**src/rtl/interp_upsampler.sv**
```systemverilog
`default_nettype none
// ============================================================================
// Module   : interp_upsampler
// Purpose  : Rate-R upsampler placed in front of the FIR interpolation stage.
//            Each accepted input sample becomes R output samples: the sample
//            itself (phase 0) followed by R-1 zeros. R is programmable at
//            runtime and is latched together with each accepted sample.
//            Under continuous flow the block produces one output per cycle
//            with no bubble between frames.
// Optional : define INTERP_UPSAMPLER_HOLD_EN to add a hold_mode input.
//            hold_mode=1 repeats the sample on phases 1..R-1 (zero-order hold).
//            hold_mode=0 uses zero stuffing.
// Ports    : clk        rising-edge clock
//            rst        synchronous active-high reset
//            hold_mode  (HOLD_EN builds only) zero-order hold select
//            ratio      upsampling factor R, sampled on input acceptance
//            in_valid   input sample valid
//            in_ready   input can be accepted this cycle
//            in_data    signed input sample
//            out_valid  output sample valid
//            out_ready  downstream accepts output this cycle
//            out_data   signed output sample
//            out_first  out_data is the phase-0 (real) sample
//            busy       a frame is in progress
//            ratio_err  one-cycle pulse after a ratio of 0 was latched
// Revision : 1.0 - initial release
// ============================================================================
module interp_upsampler #(
  parameter int DATA_W  = 32,
  parameter int RATIO_W = 8
) (
  input  logic               clk,
  input  logic               rst,
`ifdef INTERP_UPSAMPLER_HOLD_EN
  input  logic               hold_mode,
`endif
  input  logic [RATIO_W-1:0] ratio,
  input  logic               in_valid,
  output logic               in_ready,
  input  logic [DATA_W-1:0]  in_data,
  output logic               out_valid,
  input  logic               out_ready,
  output logic [DATA_W-1:0]  out_data,
  output logic               out_first,
  output logic               busy,
  output logic               ratio_err
);

  localparam logic [RATIO_W-1:0] c_ratio_one = {{(RATIO_W-1){1'b0}}, 1'b1};

  typedef enum logic [0:0] {
    ST_IDLE = 1'b0,
    ST_EMIT = 1'b1
  } state_t;

  state_t             r_state;
  logic [RATIO_W-1:0] r_ratio;
  logic [RATIO_W-1:0] r_phase;
  logic [DATA_W-1:0]  r_out_data;
  logic               r_out_first;
  logic               r_err;

  logic               w_emit;
  logic               w_last;
  logic               w_accept;
  logic               w_xfer;
  logic               w_ratio_zero;
  logic [RATIO_W-1:0] w_ratio_eff;
  logic [DATA_W-1:0]  w_fill;

  assign w_emit       = (r_state == ST_EMIT);
  // r_ratio is never 0, so r_ratio-1 cannot underflow and the phase counter
  // reaches at most 2^RATIO_W-2 without wrapping.
  assign w_last       = (r_phase == (r_ratio - c_ratio_one));
  assign w_ratio_zero = (ratio == '0);
  assign w_ratio_eff  = w_ratio_zero ? c_ratio_one : ratio;

  // Ready only when idle or on the final transfer of a frame, which lets the
  // next sample be taken in the same cycle with no bubble.
  assign in_ready = (r_state == ST_IDLE) | (w_emit & w_last & out_ready);
  assign w_accept = in_valid & in_ready;
  assign w_xfer   = w_emit & out_ready;

`ifdef INTERP_UPSAMPLER_HOLD_EN
  logic [DATA_W-1:0] r_data;
  logic              r_hold;

  always_ff @(posedge clk) begin
    if (rst) begin
      r_data <= '0;
      r_hold <= 1'b0;
    end else if (w_accept) begin
      r_data <= in_data;
      r_hold <= hold_mode;
    end
  end

  assign w_fill = r_hold ? r_data : '0;
`else
  assign w_fill = '0;
`endif

  always_ff @(posedge clk) begin
    if (rst) begin
      r_state     <= ST_IDLE;
      r_ratio     <= c_ratio_one;
      r_phase     <= '0;
      r_out_data  <= '0;
      r_out_first <= 1'b0;
      r_err       <= 1'b0;
    end else begin
      r_err <= 1'b0;
      if (w_accept) begin
        // New frame: phase 0 presents the sample itself on the next cycle.
        r_state     <= ST_EMIT;
        r_ratio     <= w_ratio_eff;
        r_phase     <= '0;
        r_out_data  <= in_data;
        r_out_first <= 1'b1;
        r_err       <= w_ratio_zero;
      end else if (w_xfer) begin
        if (w_last) begin
          r_state     <= ST_IDLE;
          r_phase     <= '0;
          r_out_data  <= '0;
          r_out_first <= 1'b0;
        end else begin
          r_phase     <= r_phase + c_ratio_one;
          r_out_data  <= w_fill;
          r_out_first <= 1'b0;
        end
      end
    end
  end

  assign out_valid = w_emit;
  assign busy      = w_emit;
  assign out_data  = r_out_data;
  assign out_first = r_out_first;
  assign ratio_err = r_err;

endmodule
`default_nettype wire

```
**config.mk**
```make
export PLATFORM = sky130hd
export DESIGN_NAME = interp_upsampler
export DESIGN_NICKNAME = d
export VERILOG_FILES = /design/src/rtl/interp_upsampler.sv
export SDC_FILE = /design/constraint.sdc
export NUM_CORES = 1
export LEC_CHECK = 0
export CORE_MARGIN = 2
export CORE_UTILIZATION = 43
export CTS_BUF_LIST = sky130_fd_sc_hd__clkbuf_8
export DETAILED_ROUTE_END_ITERATION = 16
export PLACE_DENSITY_LB_ADDON = 0.3
export SLEW_MARGIN = 20
export SYNTH_ARGS = -nofsm -noshare
export SYNTH_HDL_FRONTEND = slang
export SYNTH_SLANG_ARGS = --single-unit
```
**constraint.sdc**
```tcl
create_clock -name clk -period 2.3 [get_ports clk]
set_input_delay 0.345 -clock clk [delete_from_list [all_inputs] [get_ports clk]]
set_output_delay 0.345 -clock clk [all_outputs]
set_load 0.05 [all_outputs]
```
* After elaboration in Yosys (flattened, before gate mapping)
Index checks and enable logic that the tools add are counted.
Storage, ports and cells: register bits after elaboration 51, word-level logic and storage cells 31, output and inout bits 37, input port bits 44
Operators by class: eq/ne operators 1, muxes and demuxes 9, add/sub/neg operators 2, bitwise gates (word level) 7, reduce and logical (&&, ||, !) cells 6
Operator list (count):
- 32-bit two-way mux | 2
- 8-bit two-way mux | 2
- 8-bit by 1-bit adder with 8-bit output (second input constant) | 1
- 8-bit equality test | 1
- 8-bit logical NOT | 1
- 8-bit by 1-bit subtractor with 8-bit output (second input constant) | 1
- 1-bit two-way mux | 5
- 1-bit AND | 4
- 2-bit nonzero test | 2
- 2-bit OR reduction | 2
- 1-bit inverter | 2
- 2-bit AND reduction | 1
- 1-bit OR | 1

* Longest topological paths before layout
word-level depth 8, depth in mapped cells 10, gate-level depth less buffers 8

* Worst setup path before layout
OpenSTA, ideal clock, no wires.
kind register to output, start point reg r_ratio[0], end point out in_ready, arrival time 2.484 ns, path slack -0.529 ns, required time 1.955 ns, stages on the path, launching flop included 7, path buffers 1, path through dfxtp_1 -> buf_2 -> or4_1 -> o21a_1 -> or4_4 -> a211oi_4 -> nand2b_1
On the way: cells in the longest elaborated chain, start to end 5
Ends and longest elaborated chain:
- start: declaration | line 57 | logic [RATIO_W-1:0] r_ratio;
- start signal: assignment | line 106 | r_ratio <= c_ratio_one;
- start signal: assignment | line 116 | r_ratio <= w_ratio_eff;
- 8-bit by 1-bit subtractor with 8-bit output | line 74 | assign w_last = (r_phase == (r_ratio - c_ratio_one));
- 8-bit equality test | line 74
- 1-bit AND (2 in series) | line 80 | assign in_ready = (r_state == ST_IDLE) | (w_emit & w_last & out_ready);
- 1-bit OR | line 80
- end: declaration | line 39 | output logic in_ready,
No other way between the ends.

* Worst setup path in the final report
start point reg r_ratio[1], end point out in_ready
Same word-level chain as after synthesis.

==> run metrics <==
status finished with violations; violated checks setup timing; dpl cell area 3590 um^2; number of synthesis warnings 0; critical path class flop to primary output; CTS root buf clkbuf_8; Post-CTS Hold Buffers 0; Post-DRT Antenna Nets 0; setup ws final -493 ps; cell area after synthesis 2580 um^2; diode count 0; CTS tree done; worst path buffer plus inverter count 1; switching share of power 0.341; Async S/R FF share, synth 0; Clk Latency, worst-skew pair 310 ps; Final Hold Fails 0; Post-synth EDFFs 0; Slew HR 0.448; largest net degree at the start of global routing 46; FMAX 0.358 GHz; hold path depth 3; Logic pwr share 0.370; max-capacitance violation count 0; vias in the first global route 2,641; Min Hold Slack 463 ps; via count 2,837; core area 5850 um^2; global-route wire length before repair 12,700 um; RSZ-0062 raised after global routing yes; Seq. cell area 1020 um^2; PD cells 629 nW/um^2; initial DRC count 201; drc violations 0; DR pass1 iterations 7; clock power share 0.247; worst vdd ir 467 uV; CTS Buf Count 5; R2R Setup Slk -440 ps; Die Area 6630 um^2; Nets 444; grt ovf 0; Flop pwr share 0.384; final setup TNS -13,820 ps; Setup crit start kind flop; Slew Viols, Final 0; Clock Sinks 51; flops & latches, synth 51; GRT Overall Usage 0.246; Port Buffers 80; Avg WL per Cell 17.7 um; hpwl dp 4970 um; clk slew on worst S/H paths 100 ps; final core utilization 0.704; Setup crit end kind primary output; Int Pwr 0.00171 W; worst r2r dst ratio_err; GPL Wtd Cong 0.836; HP Class primary input to flop; CP dominant cell by count or4_4; min cycle time layout 2790 ps; crit path cell chain or4_4, o21a_1, or4_4, a211oi_4, nand2b_4, buf_12; Mean Syn Cell Area 8.65 um^2; period utilization 1.21; Initial Util 0.441; Filler Cell Count 443; slowest CP cell or4_4; die height 81.4 um; crit path launch r_ratio[1]; cell count after synthesis 298; Area Overhead vs Synth 59.9%; switching power total 0.000883 W; worst r2r src r_ratio[1]; Top delay family on crit path simple AND/OR/NAND/NOR gates; Crit Path Max Fanout 3; Netlist cell types 47; # H-tree levels 2; Tightest Pin Transition 825 ps; fraction of layout cells with a size suffix above 1 0.195; Ports 81; DIE WIDTH 81.4 um; Worst Min Path Start in_valid; Crit path required time 1960 ps; Worst Hold End busy; Clock Path Buffers 2; row count 28; Total Power 0.00259 W; Via density 5.99; Primary FF master, synth dfxtp_1; Post-Route WL 8390 um; Leak Pwr 1.57 nW; length in cells of the worst reg-to-reg path 10; footprint of the multi-input gates 1610 um^2; initial antenna violation count 0; syn nets 344; Final setup viols 45; clk_skew 5.26 ps; register area share after synthesis 0.396; final instance area 4120 um^2; Worst path max stage delay 530 ps; Worst EP arrival 2450 ps
-- through the flow --
| step | instances | setup WS (ps) |
|---|---|---|
| 2_1_floorplan | 298 | -228 |
| 3_3_place_gp | 451 | -188 |
| 3_5_place_dp | 451 | -198 |
| 4_1_cts | 474 | -413 |
| 5_1_grt | 474 | -536 |
| 6_report | 474 | -493 |
-- cell usage in the layout, fill, tap and decap left out, types with 5 or more instances in the layout --
master           synthesis  final
and3_1                   8      8
nor2_1                  26     25
nand4_1                 10     10
buf_4                    2     28
a31oi_4                  0      6
xor2_1                   6      6
a22o_1                  15     15
clkdlybuf4s50_1          0     76
buf_12                   0      5
dfxtp_1                 51     49
buf_8                    0      5
xnor2_1                  7      7
nand2_1                 30     30
inv_1                    7      7
nor3_1                   8      8
o22ai_1                 17     17
clkbuf_8                 0      5
a31oi_1                 25     19
mux2i_1                 17     17
-- synthesized netlist by cell type, drive strengths merged, types with 2 or more instances --
cell	count	area share
o2111ai	2	0.0068
a31oi	25	0.061
a21oi	4	0.0078
inv	7	0.010
clkbuf	21	0.031
a211oi	2	0.011
mux2i	17	0.066
o311ai	7	0.024
o22ai	17	0.041
ha	2	0.0097
o21ai	3	0.0058
nand2	30	0.044
xor2	6	0.020
xnor2	7	0.024
nand4	10	0.024
nor3	8	0.016
buf	7	0.017
a22o	15	0.051
nor4	3	0.0073
nor2	26	0.038
or4	2	0.0073
dfxtp	51	0.40
and3	8	0.019
-- tightest hold or removal path: stages --
cell and delay, ps:
buf_2 110, clkinv_1 170, a21oi_1 100
-- worst max-delay path by stage --
stage               endpoint  slack [ps]  depth (start not counted)
floorplan           in_ready        -230                          6
global placement    in_ready        -190                          6
detailed placement  in_ready        -200                          6
CTS                 in_ready        -410                          6
global route        in_ready        -540                          6
finish              in_ready        -490                          6
-- area by class of cell --
type,instances,area share
clock buffer,5,0.0167
inverter,8,0.00729
sequential,51,0.248
timing repair buffer,121,0.303
multi-input combinational,211,0.391
clock inverter,3,0.0106
tap,75,0.0228
-- cell families (layout without fill, tap and decap cells) --
| family | count (synthesis) | after routing | share of synthesized area |
|---|---|---|---|
| buffers and inverters | 36 | 137 | 0.0597 |
| AND/OR/NAND/NOR | 93 | 93 | 0.171 |
| flip-flops | 51 | 51 | 0.396 |
| AO/OA/AOI/OAI | 85 | 85 | 0.245 |
| XOR/XNOR | 14 | 14 | 0.0529 |
| multiplexers | 17 | 17 | 0.0660 |
| adder cells (fa/ha/maj) | 2 | 2 | 0.00971 |
-- timing repair --
item                                    4_1_cts  5_1_grt
resized for setup                            23       35
pin swaps                                    17       19
setup buffers                                12        9
endpoints found under the setup margin       45       51
gates cloned                                  4        1
-- flip-flops by register name, summed over array words and instances, names as in the netlist --
signal,flops
out_first,1
out_data,32
r_phase,8
r_ratio,8
ratio_err,1
busy,1
-- routing by layer --
layer	vias up	global-route usage	part of all wire
met4	0	0.0915	0.023
li1	1314	-	-
met3	26	0.0484	0.065
met2	136	0.397	0.49
met5	-	0	0
met1	1361	0.326	0.42
-- power by group through the flow --
stage | sequential [W] | combinational (W) | clock, W
after CTS | 0.000990 | 0.000886 | 0.000655
after detailed placement | 0.00101 | 0.000765 | 0
after floorplan | 0.00116 | 0.000332 | 0
after global routing | 0.00100 | 0.00100 | 0.000686
final | 0.000995 | 0.000958 | 0.000640
after global placement | 0.00101 | 0.000754 | 0
Power figures use the tool's default switching activity.
